`src/rtl/bit_manip_unit.sv`:
```
// Bit manipulation unit: bit/byte reverse in one cycle, CLZ/CLO/popcount scanned STEP bits per cycle.
// Optional popcount (op 100) is built only when macro BIT_MANIP_POPCNT_EN is defined.
module bit_manip_unit #(
    parameter int unsigned WIDTH = 32,
    parameter int unsigned STEP  = 4
) (
    input  logic             clk,
    input  logic             rst_n,
    input  logic             start,
    input  logic [2:0]       op,
    input  logic [WIDTH-1:0] din,
    output logic             busy,
    output logic             done,
    output logic [WIDTH-1:0] dout
);

    localparam int unsigned NCHUNK = WIDTH / STEP;
    localparam int unsigned CNT_W  = $clog2(WIDTH) + 1;
    localparam int unsigned IDX_W  = (NCHUNK > 1) ? $clog2(NCHUNK) : 1;

    localparam logic [2:0] OP_BREV = 3'b000;
    localparam logic [2:0] OP_BYTE = 3'b001;
    localparam logic [2:0] OP_CLZ  = 3'b010;
    localparam logic [2:0] OP_CLO  = 3'b011;
`ifdef BIT_MANIP_POPCNT_EN
    localparam logic [2:0] OP_POP  = 3'b100;
`endif

    typedef enum logic [1:0] {
        S_IDLE = 2'd0,
        S_RUN  = 2'd1,
        S_DONE = 2'd2
    } state_t;

    state_t             r_state;
    state_t             w_state_nxt;
    logic [2:0]         r_op,   w_op_nxt;
    logic [WIDTH-1:0]   r_data, w_data_nxt;
    logic [CNT_W-1:0]   r_cnt,  w_cnt_nxt;
    logic [IDX_W-1:0]   r_idx,  w_idx_nxt;
    logic [WIDTH-1:0]   r_dout, w_dout_nxt;
    logic               r_done, w_done_nxt;
    logic               r_busy, w_busy_nxt;

    logic               w_is_count;
    logic [WIDTH-1:0]   w_perm;
    logic [STEP-1:0]    w_top;
    logic [STEP-1:0]    w_scan;
    logic               w_last;
    logic [CNT_W-1:0]   w_sum;
    logic               w_term;

    function automatic logic [WIDTH-1:0] f_bitrev(input logic [WIDTH-1:0] v);
        logic [WIDTH-1:0] r;
        r = '0;
        for (int i = 0; i < int'(WIDTH); i++) begin
            r[i] = v[int'(WIDTH) - 1 - i];
        end
        return r;
    endfunction

    function automatic logic [WIDTH-1:0] f_byterev(input logic [WIDTH-1:0] v);
        logic [WIDTH-1:0] r;
        r = '0;
        for (int j = 0; j < int'(WIDTH / 8); j++) begin
            r[8*j +: 8] = v[int'(WIDTH) - 8 - 8*j +: 8];
        end
        return r;
    endfunction

    // Leading zeros within one chunk; an all-zero chunk counts as STEP.
    function automatic logic [CNT_W-1:0] f_lz(input logic [STEP-1:0] v);
        logic [CNT_W-1:0] r;
        logic             found;
        r     = CNT_W'(STEP);
        found = 1'b0;
        for (int i = int'(STEP) - 1; i >= 0; i--) begin
            if (!found && v[i]) begin
                r     = CNT_W'(int'(STEP) - 1 - i);
                found = 1'b1;
            end
        end
        return r;
    endfunction

`ifdef BIT_MANIP_POPCNT_EN
    function automatic logic [CNT_W-1:0] f_pop(input logic [STEP-1:0] v);
        logic [CNT_W-1:0] r;
        r = '0;
        for (int i = 0; i < int'(STEP); i++) begin
            r = r + CNT_W'(v[i]);
        end
        return r;
    endfunction
`endif

    // Decode of the incoming request: single-cycle permute result or multi-cycle scan.
    always_comb begin
        w_is_count = (op == OP_CLZ) || (op == OP_CLO);
`ifdef BIT_MANIP_POPCNT_EN
        if (op == OP_POP) begin
            w_is_count = 1'b1;
        end
`endif
        case (op)
            OP_BREV: w_perm = f_bitrev(din);
            OP_BYTE: w_perm = f_byterev(din);
            default: w_perm = din;
        endcase
    end

    // One chunk of the scan: CLO is CLZ of the inverted chunk.
    always_comb begin
        w_top  = r_data[WIDTH-1 -: STEP];
        w_last = (r_idx == IDX_W'(NCHUNK - 1));
        w_scan = (r_op == OP_CLO) ? ~w_top : w_top;
        w_sum  = r_cnt + f_lz(w_scan);
        w_term = (w_scan != '0) || w_last;
`ifdef BIT_MANIP_POPCNT_EN
        if (r_op == OP_POP) begin
            w_sum  = r_cnt + f_pop(w_top);
            w_term = w_last;
        end
`endif
    end

    always_ff @(posedge clk or negedge rst_n) begin
        if (!rst_n) begin
            r_state <= S_IDLE;
        end else begin
            r_state <= w_state_nxt;
        end
    end

    always_comb begin
        w_state_nxt = r_state;
        w_op_nxt    = r_op;
        w_data_nxt  = r_data;
        w_cnt_nxt   = r_cnt;
        w_idx_nxt   = r_idx;
        w_dout_nxt  = r_dout;
        w_done_nxt  = 1'b0;
        case (r_state)
            S_IDLE: begin
                if (start) begin
                    w_op_nxt   = op;
                    w_data_nxt = din;
                    w_cnt_nxt  = '0;
                    w_idx_nxt  = '0;
                    if (w_is_count) begin
                        w_state_nxt = S_RUN;
                    end else begin
                        w_state_nxt = S_DONE;
                        w_dout_nxt  = w_perm;
                        w_done_nxt  = 1'b1;
                    end
                end
            end
            S_RUN: begin
                if (w_term) begin
                    w_state_nxt = S_DONE;
                    w_dout_nxt  = WIDTH'(w_sum);
                    w_done_nxt  = 1'b1;
                end else begin
                    w_cnt_nxt  = w_sum;
                    w_data_nxt = r_data << STEP;
                    w_idx_nxt  = r_idx + IDX_W'(1);
                end
            end
            S_DONE: begin
                w_state_nxt = S_IDLE;
            end
            default: begin
                w_state_nxt = S_IDLE;
            end
        endcase
        w_busy_nxt = (w_state_nxt != S_IDLE);
    end

    always_ff @(posedge clk or negedge rst_n) begin
        if (!rst_n) begin
            r_op   <= '0;
            r_data <= '0;
            r_cnt  <= '0;
            r_idx  <= '0;
            r_dout <= '0;
            r_done <= 1'b0;
            r_busy <= 1'b0;
        end else begin
            r_op   <= w_op_nxt;
            r_data <= w_data_nxt;
            r_cnt  <= w_cnt_nxt;
            r_idx  <= w_idx_nxt;
            r_dout <= w_dout_nxt;
            r_done <= w_done_nxt;
            r_busy <= w_busy_nxt;
        end
    end

    assign busy = r_busy;
    assign done = r_done;
    assign dout = r_dout;

endmodule
```
`config.mk`:
```
export PLATFORM = sky130hd
export DESIGN_NAME = bit_manip_unit
export DESIGN_NICKNAME = d
export VERILOG_FILES = /design/src/rtl/bit_manip_unit.sv
export SDC_FILE = /design/constraint.sdc
export NUM_CORES = 1
export LEC_CHECK = 0
export CAP_MARGIN = 10
export CORE_MARGIN = 2
export CORE_UTILIZATION = 36
export CTS_CLUSTER_DIAMETER = 200
export DETAILED_ROUTE_END_ITERATION = 10
export GPL_ROUTABILITY_DRIVEN = 1
export PLACE_DENSITY = 0.63
export SYNTH_ARGS = -nofsm -noshare
export SYNTH_HDL_FRONTEND = slang
export SYNTH_SLANG_ARGS = --single-unit
```
`constraint.sdc`:
```
create_clock -name clk -period 3.6 [get_ports clk]
set_clock_uncertainty 0.15 [all_clocks]
set_input_delay 0.36 -clock clk [delete_from_list [all_inputs] [get_ports clk]]
set_output_delay 0.36 -clock clk [all_outputs]
set_load 0.05 [all_outputs]
```
# [Word level (Yosys, flattened, before mapping)]
# Index checks and enable logic that the tools add are counted.
[totals] input_bits=38 register_bits=80 out_inout_bits=34 wordCells=67
[classes] add_sub_neg=2 eq_ne=10 n_reduce_logical=16 mux=30 bitwise_logic=1
[op_table] cell="$pmux 32 s2" n=3
[op_table] cell="$mux 32" n=5
[op_table] cell="$mux 6" n=4
[op_table] cell="$mux 3" n=4
[op_table] cell="$pmux 6 s2" n=1
[op_table] cell="$eq 3x2->1 const B" n=3
[op_table] cell="$ne 2x2->1 const B" n=4
[op_table] cell="$add 6x6->6" n=1
[op_table] cell="$mux 1" n=6
[op_table] cell="$mux 2" n=3
[op_table] cell="$pmux 3 s2" n=1
[op_table] cell="$mux 4" n=1
[op_table] cell="$not 4->4" n=1
[op_table] cell="$pmux 2 s2" n=1
[op_table] cell="$reduce_and 4->1" n=1
[op_table] cell="$reduce_bool 2->1" n=2
[op_table] cell="$reduce_bool 4->1" n=1
[op_table] cell="$add 3x1->3 const B" n=1
[op_table] cell="$eq 3x1->1 const B" n=1
[op_table] cell="$eq 3x3->1 const B" n=1
[op_table] cell="$logic_and 1x1->1" n=3
[op_table] cell="$logic_not 1->1" n=3
[op_table] cell="$logic_not 3->1" n=1
[op_table] cell="$reduce_and 3->1" n=1
[op_table] cell="5 further kinds" n=6

# [Depth between registers and ports, before layout]
[logic_depth] depth_word=15 depth_mapped=10 depth_no_buf=10

# [Worst setup path after synthesis]
# Ideal clock, no wire load.
[synth_path] kind="reg2reg" startpoint="register r_op[1]" endpoint="register r_dout[3], in the netlist dout[3]" synth_period_minus_slack_ns=2.794 arrival_time_ns=2.518 setup_ns=0.125 t_required_ns=3.325 stages_incl_launch_ff=9 n_path_buf=1 slack_ns=0.806 cell_sequence="dfrtp_1 -> and3b_1 -> buf_2 -> o41ai_1 -> ha_1 -> a211oi_1 -> or4_1 -> o311ai_0 -> mux2_4"
[synth_between] elab_chain_len=15 elab_cells_between_ends=22 cone_classes="add/sub: 1; eq/ne: 2; mux: 10; reduce/logical: 9"
[synth_rtl] item="start, declared" line_no="37" source="logic [2:0] r_op, w_op_nxt;"
[synth_rtl] item="start signal, assigned" line_no="190" source="r_op <= w_op_nxt;"
[synth_rtl] item="$eq 3x2->1 (*)" line_no="116" source="w_scan = (r_op == OP_CLO) ? ~w_top : w_top;"
[synth_rtl] item="$mux 4 (*)" line_no="116"
[synth_rtl] item="$mux 1" line_no="78" source="if (!found && v[i]) begin"
[synth_rtl] item="$logic_not 1->1" line_no="78"
[synth_rtl] item="$logic_and 1x1->1" line_no="78"
[synth_rtl] item="$mux 1" line_no="78"
[synth_rtl] item="$logic_not 1->1" line_no="78"
[synth_rtl] item="$logic_and 1x1->1" line_no="78"
[synth_rtl] item="$mux 1" line_no="78"
[synth_rtl] item="$logic_not 1->1" line_no="78"
[synth_rtl] item="$logic_and 1x1->1" line_no="78"
[synth_rtl] item="$mux 6" line_no="78"
[synth_rtl] item="$add 6x6->6" line_no="117" source="w_sum = r_cnt + f_lz(w_scan);"
[synth_rtl] item="$mux 32" line_no="160" source="if (w_term) begin"
[synth_rtl] item="$pmux 32 s2" line_no="143" source="case (r_state)"
[synth_rtl] item="end signal, assigned" line_no="194" source="r_dout <= w_dout_nxt;"
[synth_rtl] item="end, declared" line_no="41" source="logic [WIDTH-1:0] r_dout, w_dout_nxt;"
# Every way passes the cells marked *; elsewhere a longest branch is shown, timed or not. The select of a mux whose other input is x is not followed.
# A chain may end at the register's enable or synchronous reset.

# [Final worst setup path]
# Same ends and word-level chain as after synthesis.

==> results.tsv <==
metric	value	unit
outcome	finished with violations	
violated checks	design-rule violations	
Register Area	2000	sq um
hold-fix buffer count after cts	0	
clock latency on the worst-skew pair	0.33	ns
maximum number of pins on one net before global-route repair	81	
clock tree from TritonCTS	done	
largest fanout of any net on the critical path	8	
RePlAce Congestion	0.863	
post-synthesis to final-layout area growth	27.3	%
CP peak stage delay	0.67	ns
multi-input combinational cell area	2100	sq um
count of filler cells inserted in the layout	1057	
cells after synthesis	409	
library cell contributing the largest single delay on the critical path	a211oi_1	
setup repair after global routing missed its margin	false	
floorplan die area	12800	sq um
finished layout cell area	5450	sq um
Setup Total Neg Slack	0	ns
GRT Overall Usage	18.0	%
count of flip-flops with a built-in enable after synthesis	0	
minimum clock period after layout	3.12	ns
area leader, netlist	dfrtp_1	
final number of setup-violating endpoints	0	
grt total ovfl	0	
routed wire length	11400	microns
power per standard cell area	626	nW/um^2
Initial DRC Count	281	
cell types occupying the most area after synthesis	dfrtp_1, mux2i_1, o221a_2	
net count after synthesis	453	
number of global-route vias before repair	3308	
Hold Path Class	input port to async pin	
clock tree root buffer cell	clkbuf_16	
cell family contributing the most delay on the critical path	compound AO/OA/AOI/OAI gates	
cell with the most instances after synthesis	dfrtp_1	
Syn Std Cell Area	4280	sq um
antenna-violating nets left	0	
maximum clock insertion buffer count	2	
upper clock frequency limit	320	MHz
clock-pin slew reported for the worst setup and hold paths after clock tree synthesis	0.06	ns
worst path required time	3.66	ns
Core Area	11500	sq um
CTS buffer count	9	
ordered list of cells on the worst path	and3b_1 > o41ai_1 > ha_1 > a211oi_1 > or4_1 > o311ai_0 > mux2_4	
main combinational cell family by area after synthesis	compound AO/OA/AOI/OAI gates	
Critical Path Source Type	register	
HPWL after DPL	7890	microns
per-cell routed wire length	18.5	microns
flops & latches, synth	80	
layout cells sized above 1	14.7	%
portion of netlist area occupied by mux cells	10.5	%
fraction of the mapped netlist area in adder cells	1.93	%
most numerous cell types in the synthesized netlist	dfrtp_1, nand2_1, mux2i_1	
Max Slew Vio Count	0	
Max-cap violations	0	
synthesized area per cell	10.5	sq um
Net count, final	514	
post-CTS setup-driven buffer insertion count	0	
final count of hold timing violations	0	
synth unique cells	43	
# rows	39	
remaining max-slew budget at the tightest pin	32.6	%
buffers plus inverters on the worst setup path	0	
hold slack final	0.0422	ns
top-area cell type share of the netlist area	46.7	%
Synth Area in Simple Gates	12.9	%
transition time of the tightest slew-check pin	1.01	ns
maximum level of the CTS H-tree	3	
die height	113	microns
Via Count	3548	
share of the yosys chip area belonging to registers	46.7	%
sink count of the clock tree	80	
Critical Path End Type	register	
CTS resizes	0	
final instance count without filler cells	618	
Initial Utilization	37.2	%
detailed-route DRC error count	1	
input/output buffers	71	
portion of the clock cycle consumed by the worst path in the final layout	86.8	%
leakage	2.37	nW
I/O Pins	72	
total placed instance area	5120	sq um
PnR Total Power	0.00341	W
number of placed instances, taps included	602	
worst vdd ir	0.295	mV
compound-cell area share of the yosys netlist	23.3	%
total of warnings raised by yosys	0	
die width	113	microns
critical path class	register to register	
arrival time at the worst endpoint	3.19	ns
Initial DRT Pass Iterations	10	
initial antenna violation count	0	
first-pass GRT wire length	18200	microns
synthesized-area fraction occupied by xor and xnor cells	0.204	%
Synth async-reset ratio	100	%
primary flip-flop cell chosen by synthesis mapping	dfrtp_1	
Avg Vias per Cell	5.74	
antenna diode count	0	
## cell usage in the layout (no fill, tap or decap), drive strengths merged, types with 2 or more instances in the layout
| cell type | n |
|---|---|
| a21o | 23 |
| a2111oi | 22 |
| a21oi | 5 |
| dfrtp | 80 |
| or4 | 2 |
| nand4 | 2 |
| nand3 | 7 |
| bufinv | 2 |
| nand2b | 30 |
| clkbuf | 14 |
| and2 | 2 |
| o21ai | 23 |
| mux2i | 33 |
| buf | 14 |
| nor2 | 29 |
| a31oi | 3 |
| o221a | 28 |
| inv | 11 |
| ha | 5 |
| nor2b | 2 |
| mux2 | 8 |
| o211ai | 8 |
| o21a | 2 |
| a211oi | 2 |
| o311ai | 2 |
| nand2 | 35 |
| clkdlybuf4s50 | 69 |
| nor3 | 2 |
## cell type report
class                           count  share of cell area (%)
Clock buffer                       14                    5.03
Inverter                           11                   0.757
Clock inverter                      2                    1.10
Timing Repair Buffer               83                    14.6
Tap cell                          143                    3.28
Sequential cell                    80                    36.7
Multi-Input combinational cell    285                    38.6
## sequential cells by signal, indices dropped and copies added, names as in the netlist
| register | count |
|---|---|
| r_state | 2 |
| r_data | 32 |
| dout | 32 |
| done | 1 |
| r_op | 3 |
| r_idx | 3 |
| busy | 1 |
| r_cnt | 6 |
## final timing paths
| check | from | end | slack [ns] | cells after the start |
|---|---|---|---|---|
| hold / removal | rst_n | done | 0.04 | 1 |
| setup reg to reg | r_op[1] | dout[3] | 0.48 | 7 |
| max in group asynchronous | rst_n | r_data[3] | 2.60 | 1 |
| hold reg to reg | r_op[0] | r_op[0] | 0.32 | 2 |
| min in group clk | r_op[0] | r_op[0] | 0.32 | 2 |
| setup / recovery | r_op[1] | dout[3] | 0.48 | 7 |
## report_power, final
group          switching, W  internal (W)  total, W
Combinational      0.000705      0.000450   0.00116
Sequential         0.000143       0.00111   0.00125
Clock              0.000346      0.000665   0.00101
Total               0.00119       0.00222   0.00341
## layer usage
| metal | vias to the layer above | global-route usage (%) | share of wire [%] |
|---|---|---|---|
| li1 | 1645 | - | - |
| met1 | 1761 | 26.8 | 46 |
| met2 | 132 | 26.9 | 46 |
| met3 | 10 | 3.64 | 6.8 |
| met4 | 0 | 4.88 | 1.1 |
| met5 | - | 0 | 0 |
## metrics by stage
stage                     utilization (%)  setup slack, ns
after global routing                 47.3            0.271
after detailed placement             44.4            0.516
after CTS                            47.3            0.482
after floorplan                         -            0.806
final                                47.3            0.477
after global placement               44.4            0.570
## logic make-up (layout without fill, tap and decap cells)
family / after synthesis / count (layout)
and+or+nand+nor: 114 / 114
DFF: 80 / 80
AOI/OAI and AO/OA: 123 / 123
muxes: 41 / 41
xor gates and xnor gates: 1 / 1
buffers and inverters: 44 / 110
adders and majority gates: 6 / 6
## worst reg2reg max path, stage by stage, from the launching register on
cell and delay, ns:
dfrtp_1 0.37, and3b_1 0.26, o41ai_1 0.57, ha_1 0.34
a211oi_1 0.67, or4_1 0.21, o311ai_0 0.15, mux2_4 0.29
(Power assumes the default switching activity.)
